## src/rtl/reg_file_mp.sv

```systemverilog
// reg_file_mp: multi-read-port register file with registered reads and a swept clear
module reg_file_mp #(
  parameter int ADDR_WIDTH = 3,
  parameter int DATA_WIDTH = 8,
  parameter int READ_PORTS = 2,
  parameter int BYPASS = 1,
  parameter int ZERO_REG = 0
) (
  input  logic                             clock,
  input  logic                             reset,
  input  logic                             write_ctrl,
  input  logic [ADDR_WIDTH-1:0]            write_addr,
  input  logic [DATA_WIDTH-1:0]            write_data,
  input  logic [READ_PORTS*ADDR_WIDTH-1:0] r_addr,
  input  logic                             clear,
  output logic [READ_PORTS*DATA_WIDTH-1:0] r_out,
  output logic                             busy
);
  localparam int CAP = 1 << ADDR_WIDTH;
  typedef enum logic {IDLE, CLEAR} state_t;
  state_t state, state_nx;
  logic [ADDR_WIDTH-1:0] cnt, cnt_nx;
  logic [DATA_WIDTH-1:0] mem [CAP];
  logic [READ_PORTS*DATA_WIDTH-1:0] rd_nx;
  logic idle_wr, blank;
  assign busy = state == CLEAR;
  assign blank = reset || state == CLEAR || clear;
  assign idle_wr = !blank && write_ctrl && !(ZERO_REG != 0 && write_addr == '0);
  // Controller next state: reset restarts the sweep, the last swept entry returns to idle
  always_comb begin
    state_nx = (reset || (state == IDLE && clear) || (state == CLEAR && !(&cnt))) ? CLEAR : IDLE;
    cnt_nx = (reset || state == IDLE) ? '0 : cnt + 1'b1;
  end
  // Controller and read data registers
  always_ff @(posedge clock) begin
    state <= state_nx;
    cnt <= cnt_nx;
    r_out <= rd_nx;
  end
  // Storage has no reset of its own; the sweep zeroes it one entry per cycle
  always_ff @(posedge clock) begin
    if (!reset && state == CLEAR) mem[cnt] <= '0;
    else if (idle_wr) mem[write_addr] <= write_data;
  end
  for (genvar k = 0; k < READ_PORTS; k++) begin : g_rd
    logic [ADDR_WIDTH-1:0] ra;
    assign ra = r_addr[k*ADDR_WIDTH +: ADDR_WIDTH];
    assign rd_nx[k*DATA_WIDTH +: DATA_WIDTH] =
      (blank || (ZERO_REG != 0 && ra == '0)) ? '0 :
      (BYPASS != 0 && idle_wr && write_addr == ra) ? write_data : mem[ra];
  end
endmodule

```

## config.mk

```make
export PLATFORM = sky130hd
export DESIGN_NAME = reg_file_mp
export DESIGN_NICKNAME = d
export VERILOG_FILES = /design/src/rtl/reg_file_mp.sv
export SDC_FILE = /design/constraint.sdc
export NUM_CORES = 1
export LEC_CHECK = 0
export CORE_ASPECT_RATIO = 0.7
export CORE_MARGIN = 4
export CORE_UTILIZATION = 50
export DETAILED_ROUTE_END_ITERATION = 12
export PLACE_DENSITY = 0.73
export REMOVE_ABC_BUFFERS = 1
export SLEW_MARGIN = 0
export SYNTH_ARGS = -nofsm -noshare
export SYNTH_HDL_FRONTEND = slang
export SYNTH_SLANG_ARGS = --single-unit
```

## constraint.sdc

```tcl
create_clock -name clock -period 3.6 [get_ports clock]
set_input_delay 0.72 -clock clock [delete_from_list [all_inputs] [get_ports clock]]
set_output_delay 0.72 -clock clock [all_outputs]
set_load 0.01 [all_outputs]
```

==> run_results.csv, run 1 <==
group,metric,value,unit
run_status,status,"finished clean",
worst_setup_path,worst-endpoint-arrival,3.23,ns
clock_tree,clockBufferDepth,2,
pwr,total_power,2250,uW
worst_setup_path,cp_max_fo,13,
sta,hold_viol,0,
pwr,peakVddDrop,0.436,mV
global_routing,grt_use_total,20.5,%
routing,drt_iter0_drc,185,
clock_tree,cts_tree,"built",
clock_tree,h-tree-depth,3,
sta,final_max_slew_viol_count,0,
pwr,p_sw,485,uW
sta,min_period,3.03,ns
placed_design,io_buffers,37,
worst_setup_path,critPathRequiredTime,3.80,ns
yosys,synthCells,259,
sta,fin_skew,0.00378,ns
global_routing,grt_pass1_wl,13800,um
routing,first_pass_iters,4,
yosys,syn_area,0.00399,mm^2
clock_tree,root_buffer,"clkbuf_16",
layout,final_area,0.00484,mm^2
clock_tree,cts_setup_buffers,0,
layout,multi_input_area,0.00155,mm^2
clock_tree,post_cts_resize_count,0,
sta,setup_viol,0,
layout,layout.area.seq,0.00232,mm^2
sta,setup_ws,0.567,ns
worst_setup_path,path_class,"input port to register",
worst_hold_path,holdPathStages,1,
clock_tree,cts_buffers,9,
global_routing,use_met3,5.17,%
clock_tree,worstSkewPairLatency,0.34,ns
pwr,leakage,0.00189,uW
placed_design,gp_congestion,0.891,
die,initial_core_util,53.1,%
sta,slew_headroom,30.4,%
clock_tree,cts.reportedPaths.clkPinSlew,0.06,ns
pwr,internal-power,1760,uW
routing,vias,2400,
sta,rsz0062_at_grt,"false",
global_routing,grtUsageMet1,27.6,%
yosys,ys_seq_elements,84,
routing,vias_per_cell,5.87,
die,design.die.area,0.00949,mm^2
sta,worst_slew_pin_slew,1.04,ns
routing,wire_per_inst,21.5,um
die,ios,38,
placed_design,dpl.hpwl,5960,um
die,die_x,115,um
yosys,ys_seq_area_share,58.2,%
pwr,pwr-share-clk,44.9,%
clock_tree,clock-sinks,84,
global_routing,busiest_layer,"met2",
die,die_y,82.7,um
die,fp-row-count,26,
layout,syn_to_final_growth,21.5,%
worst_setup_path,reg2reg_depth,5,
sta,post-route-period-util,84.3,%
sta,fin_tns_setup,0,ns
layout,nets,329,
worst_setup_path,cp-start-kind,"input port",
global_routing,grt_pass1_vias,2358,
yosys,syn_area_per_cell,15.4,um^2
global_routing,antenna_found_initial,0,
die,core_area,0.00751,mm^2
global_routing,grtUsageMet2,33.3,%
yosys,yosysUniqueCellTypes,31,
placed_design,post-place-ws,0.247,ns
routing,drtAntennaViolNets,0,
layout,layout-drive-gt1-share,26.4,%
routing,drcViolationCount,0,
pwr,power.density,464,mW/mm^2
layout,fill_cells,551,
layout,n_antenna_cell,0,
global_routing,grt_start_max_net_pins,20,
clock_tree,hold_buffers,0,
sta,fmax,330,MHz
routing,wl,8800,um
pwr,p_comb_share,7.9,%
global_routing,grt_remaining_overflow,0,
yosys,ys_warn_count,0,
worst_hold_path,min_path_type,"register to register",
pwr,p_sw_share,21.6,%
worst_setup_path,endpoint_kind,"register",
placed_design,placed_area,0.00452,mm^2
pwr,p_seq_share,47.2,%
flow_run,maxCapViolations,0,
## routing by layer
layer	wire length [um]	part of all wire (%)	vias up
met5	0	0	-
li1	-	-	1090
met4	103	1.2	0
met3	614	7.0	10
met2	4280	49	91
met1	3800	43	1209
## placed cells by master, fill, tap and decap left out
cell	netlist	routed
edfxtp_1	64	64
clkdlybuf4s50_1	0	37
mux4_2	32	32
nand2_1	30	30
dfxtp_1	20	20
mux2i_1	17	17
mux2_2	16	16
buf_4	1	15
nor2_1	13	13
inv_1	11	11
clkbuf_16	0	9
nand2b_1	5	5
a21oi_1	5	5
a31oi_1	4	4
xor2_1	4	4
inv_6	0	4
nor3b_1	3	3
nor3_1	3	3
o21ai_0	2	2
nand3_1	2	2
and3b_1	2	2
ha_1	2	2
bufinv_16	0	2
nor4b_4	1	1
nor2b_1	1	1
a22o_1	1	1
xnor2_1	1	1
or4_1	1	1
or2_2	1	1
a221o_1	1	1
o2111ai_4	1	1
clkinv_4	0	1
## synthesized netlist by cell type, drive strengths merged
cell | count | area, um^2
a21oi | 5 | 25.0
a221o | 1 | 10.0
a22o | 1 | 8.76
a31oi | 4 | 25.0
and3b | 2 | 17.5
buf | 10 | 56.3
clkbuf | 6 | 22.5
dfxtp | 20 | 400
edfxtp | 64 | 1920
ha | 2 | 25.0
inv | 11 | 41.3
mux2 | 16 | 180
mux2i | 17 | 170
mux4 | 32 | 721
nand2 | 30 | 113
nand2b | 5 | 31.3
nand3 | 2 | 10.0
nor2 | 13 | 48.8
nor2b | 1 | 6.26
nor3 | 3 | 15.0
nor3b | 3 | 22.5
nor4b | 1 | 23.8
o2111ai | 1 | 26.3
o21ai | 2 | 10.0
or2 | 1 | 6.26
or4 | 1 | 7.51
xnor2 | 1 | 8.76
xor2 | 4 | 35.0
## power by group through the flow
| stage | combinational, uW | sequential [uW] | clock (uW) |
|---|---|---|---|
| 4_1_cts | 179 | 1060 | 1020 |
| 6_report | 178 | 1060 | 1010 |
| 2_1_floorplan | 98.7 | 1080 | 0 |
| 5_1_grt | 191 | 1060 | 1060 |
| 3_3_place_gp | 177 | 1080 | 0 |
| 3_5_place_dp | 178 | 1080 | 0 |
## metrics by stage
step | hold slack [ns] | util (%) | instances
final | 0.534 | 64.5 | 409
after global routing | 0.561 | 64.5 | 409
after CTS | 0.536 | 64.5 | 409
after detailed placement | 0.527 | 60.1 | 393
after global placement | 0.518 | 60.1 | 393
after floorplan | 0.482 | - | 243
## state kept, by name, summed over array words and instances, names as in the netlist
name,cells
r_out,16
busy,1
cnt,3
mem,64
## worst max-delay path: stages
cell             delay, ns
clkdlybuf4s50_1       0.46
nor4b_4               0.66
mux2i_1               0.37
xnor2_1               0.09
or4_1                 0.71
mux2i_1               0.21
## kinds of logic after synthesis
group | Yosys count | synth area share (%)
AO/OA/AOI/OAI | 14 | 2.63
XOR/XNOR | 5 | 1.10
adder cells (fa/ha/maj) | 2 | 0.627
buffers and inverters | 27 | 3.01
flip-flops | 84 | 58.2
multiplexers | 65 | 26.9
AND/OR/NAND/NOR | 62 | 7.56
## path summary, 6_finish.rpt
kind | end | slack, ns | startpoint
max | r_out[3] | 0.57 | reset
min | cnt[0] | 0.53 | cnt[0]
max reg2reg | r_out[3] | 0.94 | busy
min reg2reg | cnt[0] | 0.53 | cnt[0]
## area by class of cell
class	count	share of cell area [%]
inverters	11	0.852
multi-input cells	148	31.9
repair buffers	52	9.97
clock buffers	9	4.65
flip-flops and latches	84	47.9
well taps	98	2.53
clock inverters	7	2.14
Note: power is estimated with default switching activity, not from simulation.
==> run 2, diff against run 1 <==
==> constraint.sdc (replaced) <==
create_clock -name clock -period 2.9 [get_ports clock]
set_input_delay 0.58 -clock clock [delete_from_list [all_inputs] [get_ports clock]]
set_output_delay 0.58 -clock clock [all_outputs]
set_load 0.01 [all_outputs]
==> run 2 against run 1 <==
  * Sequential share of layout area is 0.65 points lower
  * Clock skew is 0.0050 ns higher
  * Core utilization is 0.88 points higher
  * Via count is 1.8% higher
  * Final cell count is 2.4% higher
  * Routed wire length is 5.6% higher
  * Sequential power is 25% higher
  * Largest cell class unchanged
==> run_results.csv, run 2 (synthesis gave the netlist of run 1 again) <==
group,metric,value,unit
worst_hold_path,hold_start,"cnt[0]",
sta,min_period,2.63,ns
layout,layout-drive-gt1-share,28.3,%
worst_setup_path,r2r-start,"busy",
worst_setup_path,critPathRequiredTime,3.16,ns
clock_tree,clock-sinks,84,
pwr,leakage,0.00192,uW
worst_hold_path,min_path_type,"register to register",
worst_setup_path,cp-start-kind,"input port",
clock_tree,cts_buffers,9,
clock_tree,h-tree-depth,3,
sta,worst_slew_pin_slew,0.915,ns
worst_setup_path,cp_max_fo,9,
sta,slew_headroom,38.8,%
clock_tree,cts_setup_buffers,0,
worst_setup_path,r2r-end,"r_out[14]",
worst_hold_path,hold_path_end,"cnt[0]",
worst_setup_path,cp_top_family,"multiplexers",
clock_tree,clockBufferDepth,2,
clock_tree,cts.reportedPaths.clkPinSlew,0.06,ns
clock_tree,hold_buffers,0,
routing,drt_iter0_drc,134,
die,fp-row-count,26,
routing,drtAntennaViolNets,0,
global_routing,antenna_found_initial,0,
layout,n_antenna_cell,0,
routing,vias_per_cell,5.83,
layout,largest_reg_flops,64,
pwr,peakVddDrop,0.358,mV
global_routing,grt_use_total,22.1,%
clock_tree,root_buffer,"clkbuf_16",
worst_setup_path,worst-endpoint-arrival,2.88,ns
worst_hold_path,holdPathStages,1,
pwr,p_seq_share,49.0,%
sta,hold_viol,0,
placed_design,post-place-cells,403,
die,die_x,115,um
worst_setup_path,crit_slowest_cell,"nor4b_4",
pwr,internal-power,2100,uW
layout,final_common_cell,"edfxtp_1",
sta,fin_skew,0.00876,ns
routing,first_pass_iters,4,
pwr,p_sw,593,uW
layout,nets,339,
pwr,total_power,2690,uW
layout,syn_to_final_growth,23.1,%
global_routing,grt_start_max_net_pins,20,
pwr,p_comb_share,8.8,%
die,initial_core_util,53.1,%
layout,top_register,"mem",
worst_setup_path,cp_cell_sequence,"clkdlybuf4s50_1 -> nor4b_4 -> mux2i_1 -> xor2_1 -> o2111ai_4 -> mux2i_1",
layout,mostFrequentLayoutCells,"64 x edfxtp_1, 37 x clkdlybuf4s50_1, 32 x mux4_2",
layout,final_core_util,65.4,%
die,die_y,82.7,um
sta,fmax,381,MHz
run_status,status,"finished clean",
routing,drcViolationCount,0,
worst_setup_path,reg2reg_depth,5,
die,design.die.area,0.00949,mm^2
die,core_area,0.00751,mm^2
global_routing,grt_remaining_overflow,0,
clock_tree,cts_tree,"built",
clock_tree,worstSkewPairLatency,0.35,ns
routing,vias,2444,
sta,rsz0062_at_grt,"false",
sta,fin_tns_setup,0,ns
die,ios,38,
worst_setup_path,crit_buf_inv,1,
flow_run,maxCapViolations,0,
pwr,pwr-share-clk,42.2,%
sta,hold_slack,0.560,ns
placed_design,gp_congestion,0.820,
placed_design,dpl.hpwl,6300,um
worst_setup_path,crit_top_cell,"mux2i_1",
pwr,power.density,548,mW/mm^2
pwr,p_sw_share,22.1,%
placed_design,io_buffers,37,
worst_setup_path,max_stage_delay,0.53,ns
global_routing,grt_pass1_vias,2599,
worst_setup_path,path_class,"input port to register",
sta,setup_viol,0,
layout,stdcell_count,419,
sta,post-route-period-util,90.5,%
routing,wire_per_inst,22.2,um
layout,largestRegisters,"mem (64), r_out (16), cnt (3)",
layout,fill_cells,543,
global_routing,grt_pass1_wl,14800,um
routing,wl,9300,um
worst_setup_path,ff2ff_setup_slack,0.59,ns
worst_setup_path,endpoint_kind,"register",
clock_tree,post_cts_resize_count,0,
sta,final_max_slew_viol_count,0,
run 2: area by class of cell:
cell class / count / area, um^2 / area share [%]
clock inverter: 6 / 66.3 / 1.35
tap: 98 / 123 / 2.50
clock buffer: 10 / 229 / 4.66
multi-input combinational: 148 / 1550 / 31.5
inverter: 11 / 41.3 / 0.841
sequential: 84 / 2320 / 47.3
timing repair buffer: 62 / 583 / 11.9
run 2: how the worst max path moves through the flow:
stage / startpoint / end / slack (ns) / cells past startpoint
finish: reset / r_out[14] / 0.27 / 6
global placement: reset / r_out[14] / -0.02 / 6
CTS: reset / r_out[14] / 0.29 / 6
global route: clear / r_out[12] / 0.12 / 6
floorplan: reset / r_out[0] / 0.23 / 5
detailed placement: reset / r_out[14] / -0.06 / 6
run 2: per-layer routing:
metal  global-route usage [%]  part of all wire (%)  vias to the layer above
met5                        0                     0                        -
met4                     7.03                   1.4                        0
met3                     8.89                   8.9                       12
met2                     34.6                    48                       96
met1                     28.6                    42                     1231
li1                         -                     -                     1105
run 2: power groups by stage:
stage	clock (uW)	combinational, uW	sequential, uW
floorplan	0	123	1340
global placement	0	232	1340
detailed placement	0	234	1340
CTS	1160	236	1320
global route	1210	253	1320
finish	1140	236	1320
run 2: stage by stage:
step                      instance area, um^2  setup slack, ns
final                                    4910            0.274
after global routing                     4910            0.117
after CTS                                4910            0.286
after detailed placement                 4620          -0.0617
after global placement                   4620          -0.0248
after floorplan                          3910            0.232
run 2: worst register-to-register path: cells and delay by family, from the launching register on:
family	cells	cell delay [ns]
xor+xnor	1	0.27
compound gates	1	0.36
mux	2	0.68
flops	1	0.39
simple gates	1	0.52
